`src/rtl/icache_pkg.sv`:
```
// Shared constants, state encodings and address helpers for the instruction cache.
// Latency: n/a (declarations only).
// Backpressure: n/a.
//
// Contents: data bus width, boolean constants, default geometry, FSM state
// encodings and a line-base helper used when starting a refill.
package icache_pkg;

   localparam int   DATA_W = 32;
   localparam logic TRUE   = 1'b1;
   localparam logic FALSE  = 1'b0;

   localparam int DEF_LINES      = 16;
   localparam int DEF_LINE_WORDS = 4;
   localparam int DEF_ADDR_USED  = 18;

   typedef enum logic [1:0] {
      ST_IDLE    = 2'd0,
      ST_REFILL  = 2'd1,
      ST_RESPOND = 2'd2
   } state_t;

   // Clears the word-offset and byte bits, giving the first word address of the line.
   function automatic logic [DATA_W-1:0] line_base(input logic [DATA_W-1:0] a,
                                                    input int line_words);
      return a & ~(DATA_W'(line_words * 4 - 1));
   endfunction

endpackage

```
`src/rtl/icache_if.sv`:
```
// Fetch-side and memory-side signal bundle of the instruction cache.
// Latency: n/a (wiring only).
// Backpressure: none on the fetch side; refill beats are paced by mem_valid.
//
// slave  : cache view  (addr/rn/clr/mem_data/mem_valid in, Inst/Read_ready/mem_req/mem_addr out)
// master : Fetcher + memory controller view (directions reversed)
interface icache_if;
   import icache_pkg::*;

   logic [DATA_W-1:0] addr;
   logic              rn;
   logic              clr;
   logic [DATA_W-1:0] Inst;
   logic              Read_ready;
   logic              mem_req;
   logic [DATA_W-1:0] mem_addr;
   logic [DATA_W-1:0] mem_data;
   logic              mem_valid;

   modport slave (
      input  addr, rn, clr, mem_data, mem_valid,
      output Inst, Read_ready, mem_req, mem_addr
   );

   modport master (
      output addr, rn, clr, mem_data, mem_valid,
      input  Inst, Read_ready, mem_req, mem_addr
   );

endinterface

```
`src/rtl/icache_array.sv`:
```
// Tag, valid and data storage for a direct-mapped cache.
// Latency: reads are combinational; writes land at the next clk edge.
// Backpressure: none; callers gate the write enables.
//
// Ports: clk, rst (clears valid bits only); idx selects the line for both read
// and write; rd_off -> rd_word, rd_tag, rd_valid; word_we writes wr_word at
// wr_off; tag_we writes wr_tag and sets valid; inv clears valid.
module icache_array
   import icache_pkg::*;
#(
   parameter int LINES      = DEF_LINES,
   parameter int LINE_WORDS = DEF_LINE_WORDS,
   parameter int TAG_W      = 10
) (
   input  logic                          clk,
   input  logic                          rst,
   input  logic [$clog2(LINES)-1:0]      idx,
   input  logic [$clog2(LINE_WORDS)-1:0] rd_off,
   output logic [TAG_W-1:0]              rd_tag,
   output logic                          rd_valid,
   output logic [DATA_W-1:0]             rd_word,
   input  logic                          word_we,
   input  logic [$clog2(LINE_WORDS)-1:0] wr_off,
   input  logic [DATA_W-1:0]             wr_word,
   input  logic                          tag_we,
   input  logic [TAG_W-1:0]              wr_tag,
   input  logic                          inv
);

   logic [LINES-1:0]  valid;
   logic [TAG_W-1:0]  tag_mem  [LINES];
   logic [DATA_W-1:0] data_mem [LINES][LINE_WORDS];

   assign rd_tag   = tag_mem[idx];
   assign rd_valid = valid[idx];
   assign rd_word  = data_mem[idx][rd_off];

   always_ff @(posedge clk or posedge rst) begin
      if (rst) begin
         valid <= '0;
      end else if (tag_we) begin
         valid[idx] <= TRUE;
      end else if (inv) begin
         valid[idx] <= FALSE;
      end
   end

   // Payload storage is deliberately not reset; valid bits gate its use.
   always_ff @(posedge clk) begin
      if (word_we) data_mem[idx][wr_off] <= wr_word;
      if (tag_we)  tag_mem[idx]          <= wr_tag;
   end

endmodule

```
`src/rtl/icache.sv`:
```
// Direct-mapped instruction cache answering Fetcher reads, refilling lines word by word.
// Latency: hit 1 cycle after acceptance; miss responds 1 cycle after the last refill beat.
// Backpressure: rdy=0 freezes everything; requests are only taken in IDLE with Read_ready low.
//
// Ports: clk, rst (async, active-high), rdy (global freeze), bus (icache_if.slave):
// addr/rn/clr from the Fetcher and flow controller, Inst/Read_ready back,
// mem_req/mem_addr/mem_data/mem_valid to the memory controller.
module icache
   import icache_pkg::*;
#(
   parameter int LINES      = DEF_LINES,
   parameter int LINE_WORDS = DEF_LINE_WORDS,
   parameter int ADDR_USED  = DEF_ADDR_USED
) (
   input  logic    clk,
   input  logic    rst,
   input  logic    rdy,
   icache_if.slave bus
);

   localparam int OFF_W  = $clog2(LINE_WORDS);
   localparam int IDX_W  = $clog2(LINES);
   localparam int IDX_LO = 2 + OFF_W;
   localparam int TAG_LO = IDX_LO + IDX_W;
   localparam int TAG_W  = ADDR_USED - TAG_LO;
   localparam logic [OFF_W-1:0] LAST_WORD = OFF_W'(LINE_WORDS - 1);

   state_t            state;
   logic [DATA_W-1:0] req_addr;
   logic [DATA_W-1:0] inst_q;
   logic [DATA_W-1:0] mem_addr_q;
   logic              read_ready_q;
   logic              mem_req_q;
   logic              cancel;
   logic [OFF_W-1:0]  cnt;
   logic [OFF_W-1:0]  cnt_nxt;

   logic [IDX_W-1:0]  cur_idx;
   logic [OFF_W-1:0]  cur_off;
   logic [TAG_W-1:0]  arr_tag;
   logic              arr_valid;
   logic [DATA_W-1:0] arr_word;
   logic              accept, hit, last_beat, word_we, tag_we, inv;
   logic              unused_req_bits;

   // In IDLE the array is looked up with the live fetch address; otherwise
   // the latched request owns the line.
   assign cur_idx = (state == ST_IDLE) ? bus.addr[TAG_LO-1:IDX_LO] : req_addr[TAG_LO-1:IDX_LO];
   assign cur_off = (state == ST_IDLE) ? bus.addr[IDX_LO-1:2]      : req_addr[IDX_LO-1:2];

   // Read_ready low masks the edge where the Fetcher is still moving addr.
   assign accept    = (state == ST_IDLE) && bus.rn && !bus.clr && !read_ready_q;
   assign hit       = arr_valid && (arr_tag == bus.addr[ADDR_USED-1:TAG_LO]);
   assign last_beat = (cnt == LAST_WORD);
   assign cnt_nxt   = cnt + OFF_W'(1);
   assign word_we   = rdy && (state == ST_REFILL) && bus.mem_valid;
   assign tag_we    = word_we && last_beat;
   assign inv       = rdy && accept && !hit;

   assign unused_req_bits = ^{req_addr[DATA_W-1:ADDR_USED], req_addr[1:0]};

   icache_array #(
      .LINES      (LINES),
      .LINE_WORDS (LINE_WORDS),
      .TAG_W      (TAG_W)
   ) u_array (
      .clk      (clk),
      .rst      (rst),
      .idx      (cur_idx),
      .rd_off   (cur_off),
      .rd_tag   (arr_tag),
      .rd_valid (arr_valid),
      .rd_word  (arr_word),
      .word_we  (word_we),
      .wr_off   (cnt),
      .wr_word  (bus.mem_data),
      .tag_we   (tag_we),
      .wr_tag   (req_addr[ADDR_USED-1:TAG_LO]),
      .inv      (inv)
   );

   always_ff @(posedge clk or posedge rst) begin
      if (rst) begin
         state        <= ST_IDLE;
         req_addr     <= '0;
         inst_q       <= '0;
         mem_addr_q   <= '0;
         read_ready_q <= FALSE;
         mem_req_q    <= FALSE;
         cancel       <= FALSE;
         cnt          <= '0;
      end else if (rdy) begin
         read_ready_q <= FALSE;
         case (state)
            ST_IDLE: begin
               cancel <= FALSE;
               if (accept) begin
                  req_addr <= bus.addr;
                  if (hit) begin
                     read_ready_q <= TRUE;
                     inst_q       <= arr_word;
                  end else begin
                     state      <= ST_REFILL;
                     mem_req_q  <= TRUE;
                     mem_addr_q <= line_base(bus.addr, LINE_WORDS);
                     cnt        <= '0;
                  end
               end
            end
            ST_REFILL: begin
               // A redirect cannot abort the refill; it only kills the response.
               if (bus.clr) cancel <= TRUE;
               if (bus.mem_valid) begin
                  cnt        <= cnt_nxt;
                  // Offset field tracks cnt, so the address wraps inside the line.
                  mem_addr_q <= {mem_addr_q[DATA_W-1:IDX_LO], cnt_nxt, 2'b00};
                  if (last_beat) begin
                     mem_req_q <= FALSE;
                     state     <= ST_RESPOND;
                  end
               end
            end
            ST_RESPOND: begin
               if (!cancel && !bus.clr) begin
                  read_ready_q <= TRUE;
                  inst_q       <= arr_word;
               end
               cancel <= FALSE;
               state  <= ST_IDLE;
            end
            default: state <= ST_IDLE;
         endcase
      end
   end

   assign bus.Inst       = inst_q;
   assign bus.Read_ready = read_ready_q;
   assign bus.mem_req    = mem_req_q;
   assign bus.mem_addr   = mem_addr_q;

endmodule

```
`src/flat_wrapper.sv`:
```
// flat-port wrapper written by rule: the top's interface ports become plain ports
module icache_flat import icache_pkg::*;
#(
   parameter int LINES      = DEF_LINES,
   parameter int LINE_WORDS = DEF_LINE_WORDS,
   parameter int ADDR_USED  = DEF_ADDR_USED
)
  (clk, rst, rdy, bus_addr, bus_rn, bus_clr, bus_mem_data, bus_mem_valid, bus_Inst, bus_Read_ready, bus_mem_req, bus_mem_addr);
  icache_if bus_i ();
  input  logic clk;
  input  logic rst;
  input  logic rdy;
  input wire logic [$bits(bus_i.addr)-1:0] bus_addr;
  input wire logic [$bits(bus_i.rn)-1:0] bus_rn;
  input wire logic [$bits(bus_i.clr)-1:0] bus_clr;
  input wire logic [$bits(bus_i.mem_data)-1:0] bus_mem_data;
  input wire logic [$bits(bus_i.mem_valid)-1:0] bus_mem_valid;
  output wire logic [$bits(bus_i.Inst)-1:0] bus_Inst;
  output wire logic [$bits(bus_i.Read_ready)-1:0] bus_Read_ready;
  output wire logic [$bits(bus_i.mem_req)-1:0] bus_mem_req;
  output wire logic [$bits(bus_i.mem_addr)-1:0] bus_mem_addr;
  assign bus_i.addr = bus_addr;
  assign bus_i.rn = bus_rn;
  assign bus_i.clr = bus_clr;
  assign bus_i.mem_data = bus_mem_data;
  assign bus_i.mem_valid = bus_mem_valid;
  assign bus_Inst = bus_i.Inst;
  assign bus_Read_ready = bus_i.Read_ready;
  assign bus_mem_req = bus_i.mem_req;
  assign bus_mem_addr = bus_i.mem_addr;
  icache #(.LINES(LINES), .LINE_WORDS(LINE_WORDS), .ADDR_USED(ADDR_USED)) u_core (.clk(clk), .rst(rst), .rdy(rdy), .bus(bus_i));
endmodule
```
`config.mk`:
```
export PLATFORM = sky130hd
export DESIGN_NAME = icache_flat
export DESIGN_NICKNAME = d
export VERILOG_FILES = /design/src/rtl/icache_pkg.sv /design/src/rtl/icache_if.sv /design/src/rtl/icache_array.sv /design/src/rtl/icache.sv /design/src/flat_wrapper.sv
export SDC_FILE = /design/constraint.sdc
export NUM_CORES = 2
export LEC_CHECK = 0
export CAP_MARGIN = 0
export CORE_MARGIN = 3
export CORE_UTILIZATION = 65
export DETAILED_ROUTE_END_ITERATION = 7
export DONT_BUFFER_PORTS = 1
export PLACE_DENSITY = 0.81
export SYNTH_ARGS = -nofsm -noshare
export SYNTH_HDL_FRONTEND = slang
export SYNTH_SLANG_ARGS = --single-unit
```
`constraint.sdc`:
```
create_clock -name clk -period 7.5 [get_ports clk]
set_input_delay 1.875 -clock clk [delete_from_list [all_inputs] [get_ports clk]]
set_output_delay 1.875 -clock clk [all_outputs]
set_load 0.005 [all_outputs]
```
==> results.toml <==
[outcome]
run_status = "complete, but fails checks"
violations = "DRC, capacitance limit, slew limit"

[timing]
tightestPinTransition_ns = 1.63
rsz0062_at_grt = "false"
setup_viol = 0
finalCritPeriodShare = 0.713
hold_viol = 0
fin_worst_skew_ns = 0.0507
tns_ns = 0
min_period_ns = 5.35
fmax_mhz = 187
slew_viol_final = 6
relSlewSlack = -0.0963

[synth]
synth_top_flop_cell = "edfxtp_1"
ys_seq_elements = 2307
avgSynthCellArea_um2 = 18.1
yosys.area_share.simple = 0.0209
synth_area_mm2 = 0.0847
muxShareOfSynthArea = 0.00679
yosysSeqAreaShare = 0.812
synth_enable_flop_cells = 2208
syn_inst = 4689
synthAdderAreaFrac = 0.000591
synth_top_family_by_area = "compound AO/OA/AOI/OAI gates"
ys_warn_count = 0
synthArstFlopShare = 0.0429
ys_types = 48
synth-xor-area-share = 0.00103
synth_compound_area_frac = 0.142

[cts]
cts_buffer_depth = 3
clk_pin_slew_ns = 0.06
cts_setup_buffers = 0
ctsRootBufferMaster = "clkbuf_16"
clk_latency_ns = 0.87
numCtsBuffers = 207
ctsResizeCount = 0
cts_hold_buf = 0
cts.sinks = 2307
h-tree-depth = 4
cts_tree = "done"

[power]
p_leak_uw = 0.0294
power_uw = 35400
power.density_mw_per_mm2 = 376
peakVddDrop_mv = 0.471

[global_routing]
grt_max_degree = 161
gr-total-overflow = 0
grt_pass1_wl_mm = 335
grt_pass1_vias = 49000
antenna_found_initial = 12
grt_use_total = 0.345

[final_layout]
final_cells = 6628
layout.cells.most_common = "edfxtp_1"
final_cell_mix = "edfxtp_1, a22o_1, a221oi_1"
final_util = 0.733
fin_nets = 4783
n_fill_cell = 6768
drive_above_1_share = 0.117
syn_to_final_growth_pct = 11.2

[worst_setup_path]
crit_chain = "nor4_1 -> a21o_4 -> a22oi_1 -> a21oi_1 -> nor4_1 -> or4_4 -> nor3_4 -> buf_4 -> nand2b_1 -> buf_4 -> o2bb2ai_1"
crit_family = "simple AND/OR/NAND/NOR gates"
max_stage_delay_ns = 0.65
path_max_fanout = 43
worstPathRequired_ns = 8.24
worst-path-buf-inv = 2
crit_arrival_ns = 6.09
cpMaxStageDelayCell = "nor4_1"
crit_path_start_kind = "input pin"
worstSetupEndpointType = "flop"
criticalPathCategory = "in -> reg"

[floorplanning]
pin_count = 136
fp.dieArea_mm2 = 0.135
core_mm2 = 0.129
die_x_um = 367
rows = 131
die_h_um = 367
start_util = 0.659

[drt]
vias = 50400
wl_per_cell_um = 35.4
via_per_inst = 7.61
wl_mm = 235
remaining_drc_errors = 20
drt.antenna.violating_nets = 0
drt-initial-drc-count = 9092
drt-pass1-iter-count = 8

[placed_design]
dp_hpwl_mm = 120
gp_congestion = 0.901
io_buffers = 0
dp_cells = 6229

[job]
drv_cap = 5

[worst_hold_path]
min-delay-path-class = "reg -> reg"
## power breakdown
part / switching [µW] / total (µW) / internal, µW
clock network: 4620 / 10500 / 5840
logic: 6860 / 10000 / 3170
registers: 348 / 14900 / 14500
## state kept, by name, summed over array words and instances, names as in the netlist, named ones only
name,count
u_core.u_array.data_mem,2048
u_core.u_array.tag_mem,160
u_core.bus.Inst,32
u_core.bus.mem_addr,29
u_core.req_addr,16
u_core.state,2
u_core.bus.Read_ready,1
u_core.bus.mem_req,1
u_core.cancel,1
u_core.cnt,1
## per-stage QoR
step / area (µm²) / hold WS, ns / setup slack [ns]
floorplan: 84700 / 0.470 / 1.26
global placement: 87500 / 0.479 / 1.54
detailed placement: 87500 / 0.491 / 1.47
CTS: 94100 / 0.504 / 2.25
global route: 94200 / 0.510 / 2.04
finish: 94200 / 0.507 / 2.15
## Yosys cell counts (5+ instances only)
master     number  area (µm²)
a22oi_1       264        1980
a22o_1        384        3360
o32a_1         15         150
nor4_1         35         219
mux2_4         33         495
o22ai_1       208        1300
buf_2          11        55.1
edfxtp_1     2208       66300
nand3_1        22         110
xor2_1          7        61.3
nand2_1        79         297
o2bb2ai_1      25         219
nand2b_1        7        43.8
dfrtp_1        99        2480
a221oi_1      384        3360
a21oi_1       136         681
o21ai_0       175         876
nor2_1         64         240
buf_1          40         150
mux2_2          5        56.3
nor3_1        136         681
nand4_1        13        81.3
inv_1           8        30.0
clkbuf_1      285        1070
buf_6           6        67.6
## cell type report
type	instances	area, µm²	area share
well taps	1729	2160	0.0230
diodes	11	27.5	0.000292
flip-flops and latches	2307	68800	0.730
multi-input cells	2029	15100	0.161
clock buffers	268	5580	0.0593
repair buffers	156	1380	0.0147
clock inverters	120	1080	0.0114
inverters	8	32.5	0.000345
## path summary, 6_finish.rpt
check,from,end,slack (ns),cells after the start
hold / removal,flop,flop,0.51,1
setup reg to reg,u_core.state[0]$_DFFE_PP0P_,u_core.bus.mem_addr[18]$_DFFE_PP0P_,2.27,11
min in group asynchronous,rst,u_core.bus.mem_addr[22]$_DFFE_PP0P_,0.97,1
max in group asynchronous,rst,u_core.bus.Inst[15]$_DFFE_PP0P_,5.27,2
setup / recovery,bus_addr[5],u_core.bus.mem_addr[18]$_DFFE_PP0P_,2.15,11
hold reg to reg,flop,flop,0.51,1
## kinds of logic (layout without fill, tap and decap cells)
| group | after synthesis | in the layout |
|---|---|---|
| compound gates | 1605 | 1605 |
| other cells | 1 | 13 |
| simple gates | 368 | 368 |
| flops | 2307 | 2307 |
| fa+ha+maj | 4 | 4 |
| xor+xnor | 10 | 10 |
| mux | 40 | 40 |
| buf+inv | 354 | 552 |
## metal layers
metal / GRT usage / up-vias / part of all wire
li1: - / 19900 / -
met1: 0.448 / 24800 / 0.32
met2: 0.514 / 4901 / 0.45
met3: 0.113 / 877 / 0.15
met4: 0.205 / 2 / 0.067
met5: 0 / - / 0.000047
(Power assumes the default switching activity.)
